## src/rtl/pipe_hazard_ctrl.sv

```systemverilog
// -----------------------------------------------------------------------------
// pipe_hazard_ctrl
//   Hazard controller for an in-order pipeline. Tracks, per pipeline register
//   1..NUM_REGS-1, what the instruction in that register will write. From that
//   shadow scoreboard and the instruction in ID it decides load-use stalls,
//   branch flushes, memory freezes and operand forwarding. It also keeps two
//   saturating performance counters.
//
// Ports
//   clk                      system clock, rising edge
//   rst                      asynchronous reset, active low
//   id_valid                 ID stage holds a valid instruction
//   id_rs1_idx/id_rs2_idx    ID source register indices
//   id_rs1_used/id_rs2_used  the corresponding source is actually read
//   id_rd_idx                ID destination register index
//   id_reg_wr                ID instruction writes a register
//   id_rd_mem                ID instruction is a load
//   br_take                  instruction in register BR_REG is a taken branch
//   mem_busy                 data memory not ready, freeze the pipeline
//   pc_enable                PC update enable
//   reg_enable[k]            load enable of pipeline register k
//   reg_bubble[k]            load a NOP into pipeline register k
//   fwd_sel_a/fwd_sel_b      0 = register file, k = result of pipeline reg k
//   stall_cnt/flush_cnt      saturating load-use stall / applied flush counts
// -----------------------------------------------------------------------------
module pipe_hazard_ctrl #(
    parameter int unsigned NUM_REGS = 4,
    parameter int unsigned IDX_W    = 5,
    parameter int unsigned BR_REG   = 2,
    parameter int unsigned CNT_W    = 16
) (
    input  logic                        clk,
    input  logic                        rst,
    input  logic                        id_valid,
    input  logic [IDX_W-1:0]            id_rs1_idx,
    input  logic [IDX_W-1:0]            id_rs2_idx,
    input  logic                        id_rs1_used,
    input  logic                        id_rs2_used,
    input  logic [IDX_W-1:0]            id_rd_idx,
    input  logic                        id_reg_wr,
    input  logic                        id_rd_mem,
    input  logic                        br_take,
    input  logic                        mem_busy,
    output logic                        pc_enable,
    output logic [NUM_REGS-1:0]         reg_enable,
    output logic [NUM_REGS-1:0]         reg_bubble,
    output logic [$clog2(NUM_REGS):0]   fwd_sel_a,
    output logic [$clog2(NUM_REGS):0]   fwd_sel_b,
    output logic [CNT_W-1:0]            stall_cnt,
    output logic [CNT_W-1:0]            flush_cnt
);

    localparam int unsigned FWD_W = $clog2(NUM_REGS) + 1;

    typedef struct packed {
        logic             valid;
        logic [IDX_W-1:0] rd;
        logic             reg_wr;
        logic             rd_mem;
    } sb_entry_t;

    sb_entry_t        sb_q [1:NUM_REGS-1];
    sb_entry_t        sb_d [1:NUM_REGS-1];
    logic             flush_pend_q, flush_pend_d;
    logic [CNT_W-1:0] stall_cnt_q, stall_cnt_d;
    logic [CNT_W-1:0] flush_cnt_q, flush_cnt_d;

    logic             freeze;
    logic             flush;
    logic             stall;
    logic             load_use;

    function automatic logic is_src(input sb_entry_t e);
        return e.valid && e.reg_wr && (e.rd != '0);
    endfunction

    // Event priority: freeze > flush > load-use stall. While rst is low all
    // events are masked so the outputs sit at their idle values.
    always_comb begin
        load_use = 1'b0;
        if (id_valid && is_src(sb_q[1]) && sb_q[1].rd_mem) begin
            load_use = (id_rs1_used && (id_rs1_idx == sb_q[1].rd)) ||
                       (id_rs2_used && (id_rs2_idx == sb_q[1].rd));
        end
        freeze = rst && mem_busy;
        // A branch seen during a freeze is remembered so it is applied once
        // the freeze lifts, even if br_take has dropped by then.
        flush  = rst && !mem_busy && (br_take || flush_pend_q);
        stall  = rst && !mem_busy && !flush && load_use;

        pc_enable  = !freeze && !stall;
        reg_enable = '1;
        reg_bubble = '0;
        if (freeze) begin
            reg_enable = '0;
        end else if (flush) begin
            for (int unsigned k = 0; k < BR_REG; k++) begin
                reg_bubble[k] = 1'b1;
            end
        end else if (stall) begin
            reg_enable[0] = 1'b0;
            reg_bubble[1] = 1'b1;
        end
    end

    // Youngest producer wins; a load still in register 1 has no data yet.
    always_comb begin
        logic found_a;
        logic found_b;
        fwd_sel_a = '0;
        fwd_sel_b = '0;
        found_a   = 1'b0;
        found_b   = 1'b0;
        for (int unsigned k = 1; k < NUM_REGS; k++) begin
            if (is_src(sb_q[k]) && !(k == 1 && sb_q[k].rd_mem)) begin
                if (!found_a && (sb_q[k].rd == id_rs1_idx)) begin
                    fwd_sel_a = FWD_W'(k);
                    found_a   = 1'b1;
                end
                if (!found_b && (sb_q[k].rd == id_rs2_idx)) begin
                    fwd_sel_b = FWD_W'(k);
                    found_b   = 1'b1;
                end
            end
        end
        if (!id_valid || !id_rs1_used || (id_rs1_idx == '0)) begin
            fwd_sel_a = '0;
        end
        if (!id_valid || !id_rs2_used || (id_rs2_idx == '0)) begin
            fwd_sel_b = '0;
        end
    end

    // Scoreboard shadows the pipeline registers using the same enables and
    // bubbles that are sent to the datapath.
    always_comb begin
        for (int unsigned k = 1; k < NUM_REGS; k++) begin
            sb_d[k] = sb_q[k];
        end
        if (reg_enable[1]) begin
            if (reg_bubble[1]) begin
                sb_d[1] = '0;
            end else begin
                sb_d[1] = '{valid: id_valid, rd: id_rd_idx,
                            reg_wr: id_reg_wr, rd_mem: id_rd_mem};
            end
        end
        for (int unsigned k = 2; k < NUM_REGS; k++) begin
            if (reg_enable[k]) begin
                sb_d[k] = reg_bubble[k] ? '0 : sb_q[k-1];
            end
        end

        flush_pend_d = mem_busy ? (flush_pend_q || br_take) : 1'b0;

        stall_cnt_d = stall_cnt_q;
        if (stall && (stall_cnt_q != '1)) begin
            stall_cnt_d = stall_cnt_q + CNT_W'(1);
        end
        flush_cnt_d = flush_cnt_q;
        if (flush && (flush_cnt_q != '1)) begin
            flush_cnt_d = flush_cnt_q + CNT_W'(1);
        end
    end

    always_ff @(posedge clk or negedge rst) begin
        if (!rst) begin
            for (int unsigned k = 1; k < NUM_REGS; k++) begin
                sb_q[k] <= '0;
            end
            flush_pend_q <= 1'b0;
            stall_cnt_q  <= '0;
            flush_cnt_q  <= '0;
        end else begin
            for (int unsigned k = 1; k < NUM_REGS; k++) begin
                sb_q[k] <= sb_d[k];
            end
            flush_pend_q <= flush_pend_d;
            stall_cnt_q  <= stall_cnt_d;
            flush_cnt_q  <= flush_cnt_d;
        end
    end

    assign stall_cnt = stall_cnt_q;
    assign flush_cnt = flush_cnt_q;

endmodule

```

## config.mk

```make
export PLATFORM = sky130hd
export DESIGN_NAME = pipe_hazard_ctrl
export DESIGN_NICKNAME = d
export VERILOG_FILES = /design/src/rtl/pipe_hazard_ctrl.sv
export SDC_FILE = /design/constraint.sdc
export NUM_CORES = 1
export LEC_CHECK = 0
export ABC_AREA = 1
export CORE_UTILIZATION = 48
export CTS_BUF_LIST = sky130_fd_sc_hd__clkbuf_8
export DETAILED_ROUTE_END_ITERATION = 8
export PLACE_DENSITY = 0.87
export SYNTH_ARGS = -nofsm -noshare
export SYNTH_HDL_FRONTEND = slang
export SYNTH_SLANG_ARGS = --single-unit
```

## constraint.sdc

```tcl
create_clock -name clk -period 1.62 [get_ports clk]
set_input_delay 0.324 -clock clk [delete_from_list [all_inputs] [get_ports clk]]
set_output_delay 0.324 -clock clk [all_outputs]
set_load 0.01 [all_outputs]
```

Word-level counts from Yosys, hierarchy flattened
Cells that the tools add are included.

operators by class
  $add $sub $neg = 2
  equal/unequal tests = 10
  muxes and demuxes = 33
  reductions and logical operators = 46

operators by type and width
  kind                   count
  $eq 5x5->1             8
  $mux 3                 11
  $add 16x1->16 const B  2
  $ne 16x16->1 const B   2
  $logic_and 1x1->1      23
  $mux 1                 20
  $reduce_bool 5->1      3
  $logic_not 1->1        12
  $logic_not 5->1        2
  $mux 8                 1
  $logic_or 1x1->1       6
  $mux 2                 1

storage, ports and cells
  bits in registers = 55
  word-level logic and storage cells = 104

Depth between registers and ports, before layout
Gate-level depths: netlist of the first run.

  word-level depth = 13
  gate-level depth with buffers = 11
  gate-level depth less buffers = 10

Worst setup path after synthesis of the first run
Ideal clock, no wire load.

  kind = register -> register
  from = register stall_cnt_q[0] (netlist: stall_cnt[0])
  to = register stall_cnt_q[7] (netlist: stall_cnt[7])
  setup time = 116 ps
  arrival time = 1506 ps
  slack = -2 ps
  stages on the path, launching flop included = 11
  path buffers = 0
  period minus slack after synthesis = 1622 ps
  cells stage by stage = dfrtp_1 -> ha_1 -> nand3_2 -> nor2_4 -> nand2_1 -> nor3_2 -> nand2_2 -> nand3_2 -> nor2_1 -> nand2_1 -> nand2_1

between the ends
  longest elaborated chain between the ends = 2
  elaborated cells between the ends (all ways) = 3
  classes of those cells = add/sub: 1; eq/ne: 1; reduce/logical: 1

ends and longest elaborated chain
  element                                                                line  RTL
  start, declared                                                        65    logic [CNT_W-1:0] stall_cnt_q, stall_cnt_d;
  start signal, assigned                                                 179   stall_cnt_q <= stall_cnt_d;
  parallel branches: the longest is 2 deep, another holds $add 16x1->16  --

Several ways; the timed one is not identified.
A chain may end at the register's enable or synchronous reset.

Worst setup path after layout of the first run
  from = register sb_q[19] (netlist bit)
  to = output reg_enable[0]

between the ends
  longest elaborated chain between the ends = 9
  elaborated cells between the ends (all ways) = 14
  classes of those cells = eq/ne: 2; mux: 4; reduce/logical: 8

ends and longest elaborated chain
  element                          line  RTL
  start, declared                  62    sb_entry_t sb_q [1:NUM_REGS-1];
  start signal, assigned by index  176   sb_q[k] <= sb_d[k];
  $reduce_bool 5->1                74    return e.valid && e.reg_wr && (e.rd != '0);
  $logic_and 1x1->1                74
  $logic_and 1x1->1 (2 in a row)   81    if (id_valid && is_src(sb_q[1]) && sb_q[1].rd_mem) begin
  $mux 1 *                         81
  $logic_and 1x1->1 *              89    stall = rst && !mem_busy && !flush && load_use;
  $mux 1 *                         100   end else if (stall) begin
  $mux 1 *                         96    end else if (flush) begin
  $mux 1 *                         94    if (freeze) begin
  end, declared                    45    output logic [NUM_REGS-1:0] reg_enable,

Every way passes the cells marked *; elsewhere a longest branch is shown, timed or not.

==> results of run 1 <==
-- cells in the mapped netlist, drive strengths merged --
| library cell | n |
|---|---|
| mux2 | 6 |
| conb | 1 |
| buf | 11 |
| a21boi | 2 |
| nand3 | 32 |
| o21ai | 11 |
| clkbuf | 2 |
| and2 | 1 |
| nor3 | 18 |
| xor2 | 26 |
| o22ai | 5 |
| xnor2 | 13 |
| inv | 54 |
| nand2 | 136 |
| a21oi | 12 |
| dfrtp | 55 |
| nor2 | 46 |
| ha | 2 |
| nand4 | 20 |
-- worst max-delay path by stage --
stage | end | slack [ns] | depth (start not counted)
after CTS | reg_bubble[1] | -0.49 | 9
after floorplan | stall_cnt[7] | 0.02 | 10
after global placement | fwd_sel_b[0] | -0.94 | 10
after detailed placement | fwd_sel_b[0] | -0.97 | 10
final | reg_enable[0] | -0.51 | 8
after global routing | reg_enable[0] | -0.56 | 8
-- through the flow --
step	power [mW]	cell area [um^2]
floorplan	2.026	3435
global placement	2.547	4673
detailed placement	2.581	4673
CTS	3.327	4981
global route	3.616	5213
finish	3.477	5213
-- registers in the layout, indices dropped and copies added, names as in the netlist --
signal,flops
sb_q,22
flush_cnt,16
flush_pend_q,1
stall_cnt,16
-- kinds of logic after synthesis --
logic type                 count (synthesis)
and+or+nand+nor                          253
buffers and inverters                     67
DFF                                       55
xor gates and xnor gates                  39
AOI/OAI and AO/OA                         30
muxes                                      6
adders and majority gates                  2
other                                      1
-- area by class of cell --
| cell class | count | area, um^2 |
|---|---|---|
| multi-input combinational | 335 | 1957 |
| fill | 461 | 1619 |
| timing repair buffer | 171 | 1465 |
| sequential | 55 | 1383 |
| inverter | 54 | 202.7 |
| tap | 96 | 120.1 |
| clock buffer | 5 | 68.82 |
| clock inverter | 3 | 16.27 |
-- per-layer routing --
metal | vias up | share of wire (%) | GRT usage, %
met5 | - | 0 | 0
met1 | 1798 | 39 | 33.44
li1 | 1773 | - | -
met2 | 222 | 50 | 50.79
met3 | 55 | 6.3 | 4.476
met4 | 0 | 4.7 | 14.55
-- repair_timing --
| action | 4_1_cts | 5_1_grt |
|---|---|---|
| gates cloned | 1 | 0 |
| pin swaps | 16 | 29 |
| hold endpoints to repair | 3 | 0 |
| hold buffers | 1 | 0 |
| setup endpoints to repair | 81 | 51 |
| gates resized for setup | 94 | 54 |
| buffers inserted | 22 | 14 |
-- critical path: stages, from the launching register on --
cell	delay (ns)
dfrtp_1	0.42
buf_6	0.13
nor2_4	0.08
nand4_1	0.17
nand3_2	0.18
buf_4	0.15
nor2_4	0.05
a21boi_1	0.17
buf_2	0.15
-- layout by cell type, fill, tap and decap left out, types with 2 or more instances in the layout --
cell,count
nand2_1,126
buf_4,88
dfrtp_1,50
inv_1,44
xor2_1,26
dlygate4sd2_1,26
nand3_1,25
nor2_1,23
clkdlybuf4s50_1,23
nand4_1,19
buf_6,15
xnor2_1,13
nor2_2,12
nor2_4,12
a21oi_1,11
nor3_1,11
inv_2,11
nor3_2,7
nand2_2,7
buf_2,7
o21ai_0,6
mux2_2,6
o21ai_1,5
o22ai_1,5
clkbuf_8,5
dlymetal6s2s_1,5
dfrtp_2,5
nand3_2,4
conb_1,4
nand2_4,3
nand3_4,3
clkbuf_2,2
buf_8,2
-- report_power, final --
group	total [mW]	leakage [nW]	switching [mW]	internal (mW)
Combinational	1.07	1.89	0.532	0.535
Clock	0.781	0.0453	0.483	0.298
Sequential	1.63	0.713	0.132	1.50
Total	3.48	2.65	1.15	2.33
==> impl_metrics.json, run 1 <==
{
  "outcome": "finished with violations",
  "violations": "setup timing",
  "viasPerCell": 5.352,
  "irDropWorstVdd_mv": 0.9291,
  "drt_iter0_markers": 266,
  "reg2reg_to": "stall_cnt[13]",
  "synthMuxAreaShare_pct": 1.974,
  "layout-drive-gt1-share_pct": 31.46,
  "diodes": 0,
  "cts_buffer_depth": 2,
  "coreArea_um2": 6832,
  "htree_levels": 2,
  "r2r_cells": 12,
  "hold_viol": 0,
  "routed_wirelength_um": 12080,
  "antenna_found_initial": 0,
  "grt_pass1_wl_um": 16730,
  "drc": 0,
  "period_needed_ns": 2.134,
  "place_congestion": 0.8877,
  "track_usage_pct": 28.59,
  "timing.fmax_mhz": 468.5,
  "cts-buffers-inserted": 5,
  "maxCapViolCount": 0,
  "ys_warn_count": 0,
  "hp-class": "input port to async pin",
  "area_growth_pct": 52.32,
  "die_w_um": 86.44,
  "cp-startpoint": "sb_q[19]",
  "vias": 3848,
  "grt_pass1_vias": 3661,
  "postRouteAntennaNets": 0,
  "wl_per_cell_um": 16.81,
  "fin_crit_sh_pct": 131.7,
  "die_h_um": 86.44,
  "synth_seq_cells": 55,
  "end_kind": "output port",
  "final_core_util_pct": 76.30,
  "timing.rr.start": "sb_q[19]",
  "seq_area_frac_synth_pct": 40.22,
  "synth_top_cell_area_share_pct": 40.22,
  "synth_area_leaders": "dfrtp_1 40%, nand2_1 14%, xor2_1 6.7%, inv_1 5.0%, nor2_1 4.3%",
  "leakagePower_nw": 2.650,
  "worst_slack_ns": -0.5143,
  "numPortBuffers": 66,
  "yosys.area_share.simple_pct": 33.86,
  "post-dp-hpwl_um": 6906,
  "synth_compound_area_share_pct": 4.717,
  "crit_type": "flip-flop to output port",
  "cp.arrival_ns": 1.81,
  "grt_max_degree": 42,
  "synth_top_family_by_area": "simple AND/OR/NAND/NOR gates",
  "start_kind": "flip-flop",
  "syn_area_um2": 3422,
  "root_buffer": "clkbuf_8",
  "tritoncts": "done",
  "finalSetupViolCount": 40,
  "die_area_um2": 7471,
  "fin_skew_ns": 0.01435,
  "path_clk_slew_ns": 0.11,
  "nets": 648,
  "synth.distinct_cells": 31,
  "gr-total-overflow": 0,
  "crit_fanout": 4,
  "drtPass1Iterations": 5,
  "synthAdderAreaFrac_pct": 0.7313,
  "rsz0062_at_grt": "yes",
  "p_per_area_nw_per_um2": 667.1,
  "final_cells": 719,
  "hold_ws_ns": 0.1307,
  "rrSetupSlack_ns": -0.37,
  "slew_viol_final": 0,
  "tightest_slew_ns": 0.5315,
  "syn_avg_cell_area_um2": 7.554,
  "clk_latency_ns": 0.32,
  "maxSlewHeadroom_pct": 64.57,
  "placedCellCount": 678,
  "row_count": 30,
  "synthXorXnorAreaFrac_pct": 9.982,
  "cts_sinks": 55,
  "ios": 71,
  "syn_inst": 453,
  "fin_setup_tns_ns": -9.912,
  "pre_cts_ws_ns": -0.9703,
  "cp.required_ns": 1.30,
  "start_util_pct": 50.09,
  "yosys.area.top_type": "dfrtp_1"
}
(Power assumes the default switching activity.)
==> inputs of run 2 (changes only) <==
- ABC_AREA: 1 -> default
- CORE_UTILIZATION: 48 -> 46
- PLACE_DENSITY: 0.87 -> 0.86
==> impl_metrics.json, run 2 <==
{
  "path_clk_slew_ns": 0.09,
  "mostFrequentLayoutCells": "97 x buf_4, 52 x dfrtp_1, 28 x dlygate4sd2_1, 27 x xnor2_1, 25 x xor2_1",
  "drc": 0,
  "crit_fanout": 2,
  "row_count": 28,
  "fin_skew_ns": 0.004778,
  "gr-total-overflow": 0,
  "pre_cts_ws_ns": -1.157,
  "synth_most_common_cell": "dfrtp_1",
  "maxSlewHeadroom_pct": 49.27,
  "area_growth_pct": 68.56,
  "end_kind": "output port",
  "hold_viol": 0,
  "grt_max_degree": 48,
  "synth_area_leaders": "dfrtp_1 47%, xor2_1 8.9%, xnor2_1 8.3%, mux2_2 5.7%, nand4_1 3.0%",
  "maxCapViolCount": 0,
  "root_buffer": "clkbuf_8",
  "antenna_found_initial": 0,
  "grt_pass1_vias": 3057,
  "cts-buffers-inserted": 5,
  "synth_flop_cell": "dfrtp_1",
  "synth_seq_cells": 55,
  "die_h_um": 82.02,
  "crit_type": "flip-flop to output port",
  "die_area_um2": 6726,
  "drtPass1Iterations": 4,
  "grt_pass1_wl_um": 14970,
  "place_congestion": 0.8490,
  "ios": 71,
  "coreArea_um2": 6061,
  "tightest_slew_ns": 0.7584,
  "synth_enable_flop_cells": 0,
  "seq_area_frac_synth_pct": 46.73,
  "layout_commonest_cell": "buf_4",
  "numPortBuffers": 66,
  "period_needed_ns": 2.391,
  "cts_sinks": 55,
  "syn_area_um2": 2945,
  "start_kind": "flip-flop",
  "track_usage_pct": 30.09,
  "wl_per_cell_um": 20.12,
  "syn_avg_cell_area_um2": 10.75,
  "cts_buffer_depth": 2,
  "tritoncts": "done",
  "synthArstFlopShare_pct": 100.0,
  "routed_wirelength_um": 10690,
  "syn_inst": 274,
  "nets": 481,
  "placedCellCount": 493,
  "p_per_area_nw_per_um2": 707.0,
  "vias": 3047,
  "htree_levels": 2,
  "slew_viol_final": 0,
  "cp.required_ns": 1.30,
  "timing.fmax_mhz": 418.2,
  "yosys.area.top_type": "dfrtp_1",
  "layout-drive-gt1-share_pct": 46.27,
  "drt_iter0_markers": 260,
  "synth_common_cells": "55 x dfrtp_1, 30 x xor2_1, 28 x xnor2_1",
  "top_register": "sb_q",
  "rsz0062_at_grt": "yes",
  "worst_slack_ns": -0.7712,
  "final_cells": 531,
  "hp-class": "input port to async pin",
  "largest_reg_flops": 22,
  "leakagePower_nw": 2.486,
  "synth_top_cell_area_share_pct": 46.73,
  "die_w_um": 82.02,
  "finalSetupViolCount": 37,
  "fin_crit_sh_pct": 147.6,
  "synth.distinct_cells": 42,
  "start_util_pct": 48.60,
  "ys_warn_count": 0,
  "outcome": "finished with violations",
  "cp.arrival_ns": 2.07,
  "hold_ws_ns": 0.2613,
  "diodes": 0,
  "postRouteAntennaNets": 0,
  "violations": "setup timing",
  "post-dp-hpwl_um": 6437,
  "irDropWorstVdd_mv": 0.6399,
  "clk_latency_ns": 0.31,
  "viasPerCell": 5.738
}
[run 2: cell types whose count changed after synthesis, moves of 6 or more]
cell | previous run | this run
nand2_1 | 132 | 15
mux2_2 | 6 | 15
nor2_1 | 39 | 15
and3_1 | 0 | 13
nand3_1 | 27 | 12
xnor2_1 | 13 | 28
a21oi_1 | 12 | 5
nor3_1 | 15 | 9
o21ai_0 | 7 | 0
inv_1 | 46 | 4
inv_2 | 8 | 0
[run 2: area by class of cell]
cell class                      count  area, um^2
Clock inverter                      3       12.51
Fill cell                         329        1096
Clock buffer                        5       68.82
Timing Repair Buffer              183        1573
Inverter                            4       15.01
Tap cell                           75       93.84
Sequential cell                    55        1380
Multi-Input combinational cell    206        1822
[run 2: worst max-delay path: stages (launching register included)]
cell	delay, ns
dfrtp_1	0.39
or4_4	0.54
o211ai_1	0.20
buf_4	0.17
buf_6	0.09
nor4_1	0.04
a21oi_1	0.14
nor2_1	0.05
buf_2	0.14
[run 2: path summary, 6_finish.rpt]
check	startpoint	endpoint	slack (ns)	depth (start not counted)
hold / removal	rst	flush_cnt[5]	0.26	3
setup / recovery	sb_q[5]	fwd_sel_a[0]	-0.77	8
max in group asynchronous	rst	stall_cnt[9]	0.37	3
hold reg to reg	flush_cnt[12]	flush_cnt[12]	0.53	1
min in group clk	br_take	flush_pend_q	0.39	3
setup reg to reg	sb_q[22]	stall_cnt[11]	-0.75	11
[run 2: cell families after synthesis]
family                   synth area share [%]
AO/OA/AOI/OAI                           5.947
XOR/XNOR                                17.25
adder cells (fa/ha/maj)                0.8495
buffers and inverters                   3.058
flip-flops                              46.73
multiplexers                            6.117
other                                  0.1273
AND/OR/NAND/NOR                         19.92
[run 2: per-layer routing]
layer / track usage (%) / up-vias / part of all wire, %
li1: - / 1327 / -
met1: 34.65 / 1505 / 37
met2: 54.79 / 162 / 52
met3: 4.111 / 53 / 5.7
met4: 13.86 / 0 / 5.6
met5: 0 / - / 0
[run 2: repair_timing]
action,in CTS,in global routing
endpoints found under the hold margin,0,16
gates resized for setup,107,42
cloned,0,0
setup buffers,13,16
hold buffers,0,1
pin swaps,20,34
endpoints found under the setup margin,90,48
[run 2: power by group]
part           internal [mW]  switching, mW  leakage (nW)
logic                  0.637          0.559          1.72
registers               1.50         0.0991         0.712
clock network          0.292          0.423        0.0505
total                   2.43           1.08          2.49
[run 2: stage by stage]
stage / TNS, ns / util [%] / cell area, um^2 / total power, mW
floorplan: -5.519 / - / 3014 / 2.026
global placement: -36.76 / 71.61 / 4340 / 2.564
detailed placement: -39.96 / 71.61 / 4340 / 2.611
CTS: -14.46 / 76.80 / 4654 / 3.369
global route: -21.16 / 81.92 / 4965 / 3.652
finish: -19.32 / 81.92 / 4965 / 3.510
